**config.mk**
```make
export PLATFORM = sky130hd
export DESIGN_NAME = prng_period_monitor
export DESIGN_NICKNAME = d
export VERILOG_FILES = /design/src/rtl/prng_period_monitor.sv
export SDC_FILE = /design/constraint.sdc
export NUM_CORES = 1
export LEC_CHECK = 0
export CELL_PAD_IN_SITES_DETAIL_PLACEMENT = 1
export CELL_PAD_IN_SITES_GLOBAL_PLACEMENT = 1
export CORE_ASPECT_RATIO = 1.4
export CORE_UTILIZATION = 41
export CTS_CLUSTER_SIZE = 16
export DETAILED_ROUTE_END_ITERATION = 10
export GPL_ROUTABILITY_DRIVEN = 0
export PLACE_DENSITY = 0.84
export SLEW_MARGIN = 20
export SYNTH_ARGS = -nofsm -noshare
export SYNTH_HDL_FRONTEND = slang
export SYNTH_SLANG_ARGS = --single-unit
```
**constraint.sdc**
```tcl
create_clock -name clk -period 8.8 [get_ports clk]
set_clock_uncertainty 0.15 [all_clocks]
set_input_delay 1.32 -clock clk [delete_from_list [all_inputs] [get_ports clk]]
set_output_delay 1.32 -clock clk [all_outputs]
set_load 0.02 [all_outputs]
```
**src/rtl/prng_period_monitor.sv**
```systemverilog
// Measures the repeat period of an upstream PRNG stream relative to the first sample after a seed load.
// Optional exponent histogram is enabled by defining PRNG_PERIOD_MONITOR_EXP_HIST_EN.
module prng_period_monitor #(
    parameter int unsigned N          = 8,
    parameter int unsigned MAX_CYCLES = 300,
    parameter int unsigned CNT_W      = 32
) (
    input  logic             clk,
    input  logic             reset,
    input  logic             load_seed,
    input  logic [N-1:0]     prng_data,
    input  logic             prng_done,
    output logic [N-1:0]     first_value,
    output logic [CNT_W-1:0] period_count,
    output logic             period_found,
    output logic             timeout,
    output logic             busy,
    input  logic [2:0]       hist_sel,
    output logic [15:0]      hist_count
);

    localparam int unsigned HIST_BINS = 8;
    localparam int unsigned HIST_W    = 16;
    localparam int unsigned EXP_W     = 3;

    typedef enum logic [2:0] {
        S_IDLE,
        S_ARM,
        S_RUN,
        S_FOUND,
        S_TIMEOUT
    } state_e;

    state_e           state_q, state_d;
    logic [N-1:0]     first_q, first_d;
    logic [CNT_W-1:0] cnt_q, cnt_d;
    logic [CNT_W-1:0] cnt_inc;
    logic             found_q, found_d;
    logic             timeout_q, timeout_d;
    logic             busy_q, busy_d;
    logic             max_hit;
    logic             hist_clr;
    logic             hist_inc;

    // Saturating increment; the limit compare uses the post-increment value
    assign cnt_inc = (&cnt_q) ? cnt_q : cnt_q + CNT_W'(1);
    assign max_hit = (cnt_inc == CNT_W'(MAX_CYCLES));

    always_ff @(posedge clk or posedge reset) begin
        if (reset) begin
            state_q   <= S_IDLE;
            first_q   <= '0;
            cnt_q     <= '0;
            found_q   <= 1'b0;
            timeout_q <= 1'b0;
            busy_q    <= 1'b0;
        end else begin
            state_q   <= state_d;
            first_q   <= first_d;
            cnt_q     <= cnt_d;
            found_q   <= found_d;
            timeout_q <= timeout_d;
            busy_q    <= busy_d;
        end
    end

    always_comb begin
        state_d   = state_q;
        first_d   = first_q;
        cnt_d     = cnt_q;
        found_d   = found_q;
        timeout_d = timeout_q;
        hist_clr  = 1'b0;
        hist_inc  = 1'b0;

        if (load_seed) begin
            // The sample coincident with the seed load is deliberately dropped
            state_d   = S_ARM;
            first_d   = '0;
            cnt_d     = '0;
            found_d   = 1'b0;
            timeout_d = 1'b0;
            hist_clr  = 1'b1;
        end else if (prng_done) begin
            case (state_q)
                S_ARM: begin
                    first_d  = prng_data;
                    cnt_d    = '0;
                    state_d  = S_RUN;
                    hist_inc = 1'b1;
                end
                S_RUN: begin
                    cnt_d    = cnt_inc;
                    hist_inc = 1'b1;
                    // A match outranks the limit on the same sample
                    if ((prng_data == first_q) && (cnt_inc >= CNT_W'(2))) begin
                        state_d = S_FOUND;
                        found_d = 1'b1;
                    end else if (max_hit) begin
                        state_d   = S_TIMEOUT;
                        timeout_d = 1'b1;
                    end
                end
                default: begin
                end
            endcase
        end

        busy_d = (state_d == S_ARM) || (state_d == S_RUN);
    end

    assign first_value  = first_q;
    assign period_count = cnt_q;
    assign period_found = found_q;
    assign timeout      = timeout_q;
    assign busy         = busy_q;

`ifdef PRNG_PERIOD_MONITOR_EXP_HIST_EN
    logic [HIST_W-1:0] bins_q [HIST_BINS];
    logic [EXP_W-1:0]  exp_idx;

    // Exponent field of the 1-3-(N-4) sign/exponent/mantissa format
    assign exp_idx = prng_data[N-2:N-4];

    always_ff @(posedge clk or posedge reset) begin
        if (reset) begin
            for (int unsigned i = 0; i < HIST_BINS; i++) begin
                bins_q[i] <= '0;
            end
        end else if (hist_clr) begin
            for (int unsigned i = 0; i < HIST_BINS; i++) begin
                bins_q[i] <= '0;
            end
        end else if (hist_inc && (bins_q[exp_idx] != '1)) begin
            bins_q[exp_idx] <= bins_q[exp_idx] + HIST_W'(1);
        end
    end

    assign hist_count = bins_q[hist_sel];
`else
    logic hist_unused;

    assign hist_unused = ^{hist_sel, hist_clr, hist_inc};
    assign hist_count  = '0;
`endif

endmodule
```
* Word-level counts from Yosys, hierarchy flattened *
Cells that the tools add are included.

storage, ports and cells
  register bits = 46
  bits of input ports = 15
  output and inout bits = 59
  logic and storage cells = 49

operators by class
  $add $sub $neg = 1
  $lt $le $gt $ge = 1
  equal/unequal tests = 7
  multiplexer cells = 21
  reductions and logical operators = 13

operators with widths
  kind                   number
  $mux 32                3
  $pmux 32 s2            1
  $add 32x1->32 const B  1
  $eq 32x9->1 const B    1
  $ge 32x2->1 const B    1
  $reduce_and 32->1      1
  $mux 8                 3
  $mux 3                 4
  $reduce_bool 2->1      5
  $mux 1                 9
  $eq 8x8->1             1
  $eq 3x1->1 const B     2
  $eq 3x2->1 const B     2
  $pmux 3 s2             1
  $reduce_and 2->1       2
  $reduce_and 4->1       1
  $reduce_and 3->1       1
  $reduce_bool 3->1      1
  $ne 2x2->1 const B     1
  $logic_and 1x1->1      1
  $logic_or 1x1->1       1

* Longest topological paths before layout *
  word-level depth = 10
  gate-level depth with buffers = 12
  depth with buffers taken out = 10

* Worst setup path before layout *
OpenSTA, ideal clock, no wires.

  path kind = reg2reg
  start point = reg cnt_q[0], in the netlist period_count[0]
  end point = reg timeout_q, in the netlist timeout
  setup time = 0.078 ns
  arrival time = 3.247 ns
  required time = 8.572 ns
  path slack = 5.325 ns
  cell stages (with the launch flop) = 12
  buffers on the path = 1
  period minus slack after synthesis = 3.475 ns
  cells stage by stage = dfrtp_1 -> ha_1 -> buf_4 -> nand3_2 -> or3_4 -> nor3_1 -> nand4_1 -> xnor2_1 -> nor4_2 -> o211ai_2 -> or4_1 -> a21oi_1

between the ends
  cells in the longest elaborated chain, start to end = 6
  elaborated cells between the ends (all ways) = 9
  classes of those cells = 1 x add/sub; 1 x order compare; 2 x eq/ne; 1 x mux; 4 x reduce/logical

ends and longest elaborated chain
  what                                                line  RTL
  start: declaration                                  36    logic [CNT_W-1:0] cnt_q, cnt_d;
  start signal: assignment                            60    cnt_q <= cnt_d;
  $add 32x1->32 or $reduce_and 32->1 (tied branches)  46    assign cnt_inc = (&cnt_q) ? cnt_q : cnt_q + CNT_W'(1);
  $mux 32 (*)                                         46
  $ge 32x2->1                                         96    if ((prng_data == first_q) && (cnt_inc >= CNT_W'(2))) begin
  $logic_and 1x1->1                                   96
  $ne 2x2->1 (no line)                                -
  $reduce_and 4->1 (no line) (*)                      -
  end signal: assignment                              62    timeout_q <= timeout_d;
  end: declaration                                    39    logic timeout_q, timeout_d;

Mark *: on every way between the ends. The rest lies on a longest branch, timed or not.
A chain may end at the register's enable or synchronous reset.

* Worst setup path in the final report *
Same ends and word-level chain as after synthesis.

==> flow_summary.json <==
{
  "drtIter0Drc": 226,
  "clock_latency_ns": 0.29,
  "cp_max_fo": 15,
  "ctsRootBufferMaster": "clkbuf_16",
  "ctsResizeCount": 0,
  "portBuffers": 54,
  "io-pin-count": 74,
  "fp-row-count": 40,
  "async_flop_share_pct": 100.0,
  "clock_path_buffers": 2,
  "ctsHtreeMaxLevel": 2,
  "drtPass1Iterations": 4,
  "period_minus_slack_ns": 4.352,
  "dp_slack_ns": 4.606,
  "slew_headroom_pct": 38.28,
  "wl_per_cell_um": 20.08,
  "die_area_sq_mm": 0.009155,
  "netlist_area_sq_mm": 0.003596,
  "setup-tns-final_ns": 0,
  "cts_tree": "built",
  "ir_worst_vdd_uv": 70.43,
  "slew_violations": 0,
  "p_leak_nw": 1.648,
  "avgSynthCellArea_sq_um": 7.869,
  "synth_seq_area_share_pct": 32.01,
  "dpl-instance-area_sq_mm": 0.004078,
  "min_period_over_period_pct": 49.46,
  "viasPerCell": 6.335,
  "drt_wl_total_um": 11930,
  "setup_violations": 0,
  "ant_nets": 0,
  "crit_path_start_kind": "register",
  "nets": 504,
  "dp.cells": 586,
  "track_usage_pct": 27.20,
  "ys_types": 59,
  "final_area_sq_mm": 0.004244,
  "ys_ff_latch": 46,
  "powerDensity_mw_per_mm2": 114.8,
  "status": "finished, final reports clean",
  "ys_warn_count": 0,
  "overflow": 0,
  "area_growth_pct": 18.02,
  "die_height_um": 112.8,
  "core_sq_mm": 0.008558,
  "synth_edf_count": 0,
  "vias": 3763,
  "cts_hold_buf": 0,
  "worst-setup-path-type": "reg2reg",
  "final_cell_mix": "nand2_1, clkdlybuf4s50_1, dfrtp_1",
  "grt_first_pass_wirelength_um": 18930,
  "layout-drive-gt1-share_pct": 7.157,
  "antenna_found_initial": 0,
  "antennaDiodeCount": 0,
  "fp.dieW_um": 81.15,
  "maxCapViolCount": 0,
  "hp-class": "reg2reg",
  "path_clk_slew_ns": 0.07,
  "arrival_ns": 4.41,
  "start_util_pct": 42.02,
  "worst_slew_pin_slew_ns": 0.9258,
  "clock-sinks": 46,
  "dpl.hpwl_um": 8613,
  "drc": 0,
  "cp-end-kind": "register",
  "cts_buffers": 5,
  "cp.required_ns": 8.85,
  "max_freq_mhz": 229.8,
  "layout_commonest_cell": "nand2_1",
  "hold_violations": 0,
  "grt_start_max_net_pins": 47,
  "cts_setup_buffers": 0,
  "fin_ws_ns": 4.448,
  "fillers": 1049,
  "syn_inst": 457,
  "rsz0062_at_grt": "no",
  "final_cell_count_no_fill": 594,
  "synth_ff_type": "dfrtp_1",
  "grt_pass1_vias": 3724
}
==> worst max-delay path: stages (launching register included) <==
cell,delay (ns)
dfrtp_1,0.54
ha_1,0.39
nand3_2,0.21
nor3_2,0.54
nand4_1,0.70
a21oi_1,0.36
o211ai_1,0.15
nor4_2,0.33
o211ai_2,0.23
or4_1,0.50
a21oi_1,0.14
==> state kept, by name (all words and copies together) (netlist names) <==
name	count
timeout	1
state_q	3
busy	1
period_count	32
first_value	8
period_found	1
==> where the power goes <==
group | switching (W) | internal (W)
logic | 0.0000342 | 0.0000181
registers | 0.00000355 | 0.000215
clock network | 0.0000833 | 0.000133
total | 0.000121 | 0.000366
==> layer usage <==
layer | GRT usage [%] | wire [um] | vias up
met2 | 46.67 | 6054 | 153
li1 | - | - | 1701
met1 | 29.61 | 4543 | 1850
met4 | 19.52 | 758 | 0
met5 | 0 | 0 | -
met3 | 4.274 | 571 | 59
==> final timing paths <==
path | slack (ns) | cells after the start | endpoint | start
setup / recovery | 4.45 | 10 | timeout | period_count[0]
max in group asynchronous | 6.66 | 2 | period_count[17] | reset
hold / removal | 0.36 | 2 | timeout | timeout
setup reg to reg | 4.45 | 10 | timeout | period_count[0]
min in group asynchronous | 1.35 | 2 | period_count[25] | reset
hold reg to reg | 0.36 | 2 | timeout | timeout
==> kinds of logic (layout without fill, tap and decap cells) <==
group,Yosys count,after routing,synth area share (%)
compound gates,121,121,20.70
xor+xnor,19,19,4.628
fa+ha+maj,1,1,0.3479
buf+inv,55,72,8.351
flops,46,46,32.01
mux,5,5,1.392
other cells,1,16,0.1043
simple gates,209,209,32.46
==> synth_stat cells, types with 6 or more instances <==
library cell / count / area share, %
xnor2_1: 16 / 3.9
nand2_1: 60 / 6.3
nand3_1: 16 / 2.2
a31oi_1: 14 / 2.4
clkbuf_1: 12 / 1.3
and2_1: 10 / 1.7
o31ai_1: 8 / 1.7
buf_4: 21 / 4.4
inv_1: 8 / 0.84
buf_2: 12 / 1.7
nand4_1: 20 / 3.5
and3_1: 15 / 2.6
nor3_1: 12 / 1.7
dfrtp_1: 46 / 32
nor2_1: 32 / 3.3
a21oi_1: 35 / 4.9
nor4_2: 6 / 2.1
o21ai_0: 35 / 4.9
==> layout make-up <==
class                   instances  area [sq um]  share of cell area [%]
clock inverters                 3         40.04                  0.9434
multi-input cells             371          2210                   52.06
inverters                       8         31.28                  0.7370
well taps                     105         131.4                   3.096
repair buffers                 56         555.5                   13.09
flip-flops and latches         46          1151                   27.12
clock buffers                   5         125.1                   2.948
==> per-stage QoR <==
stage	utilization, %	hold WS (ns)	total power (W)
after floorplan	-	0.3851	0.0002602
after global placement	47.65	0.3521	0.0002732
after detailed placement	47.65	0.3568	0.0002752
after CTS	49.58	0.3652	0.0004931
after global routing	49.59	0.3805	0.0005054
final	49.59	0.3612	0.0004871
No activity file was read; power rests on OpenSTA's default activity.
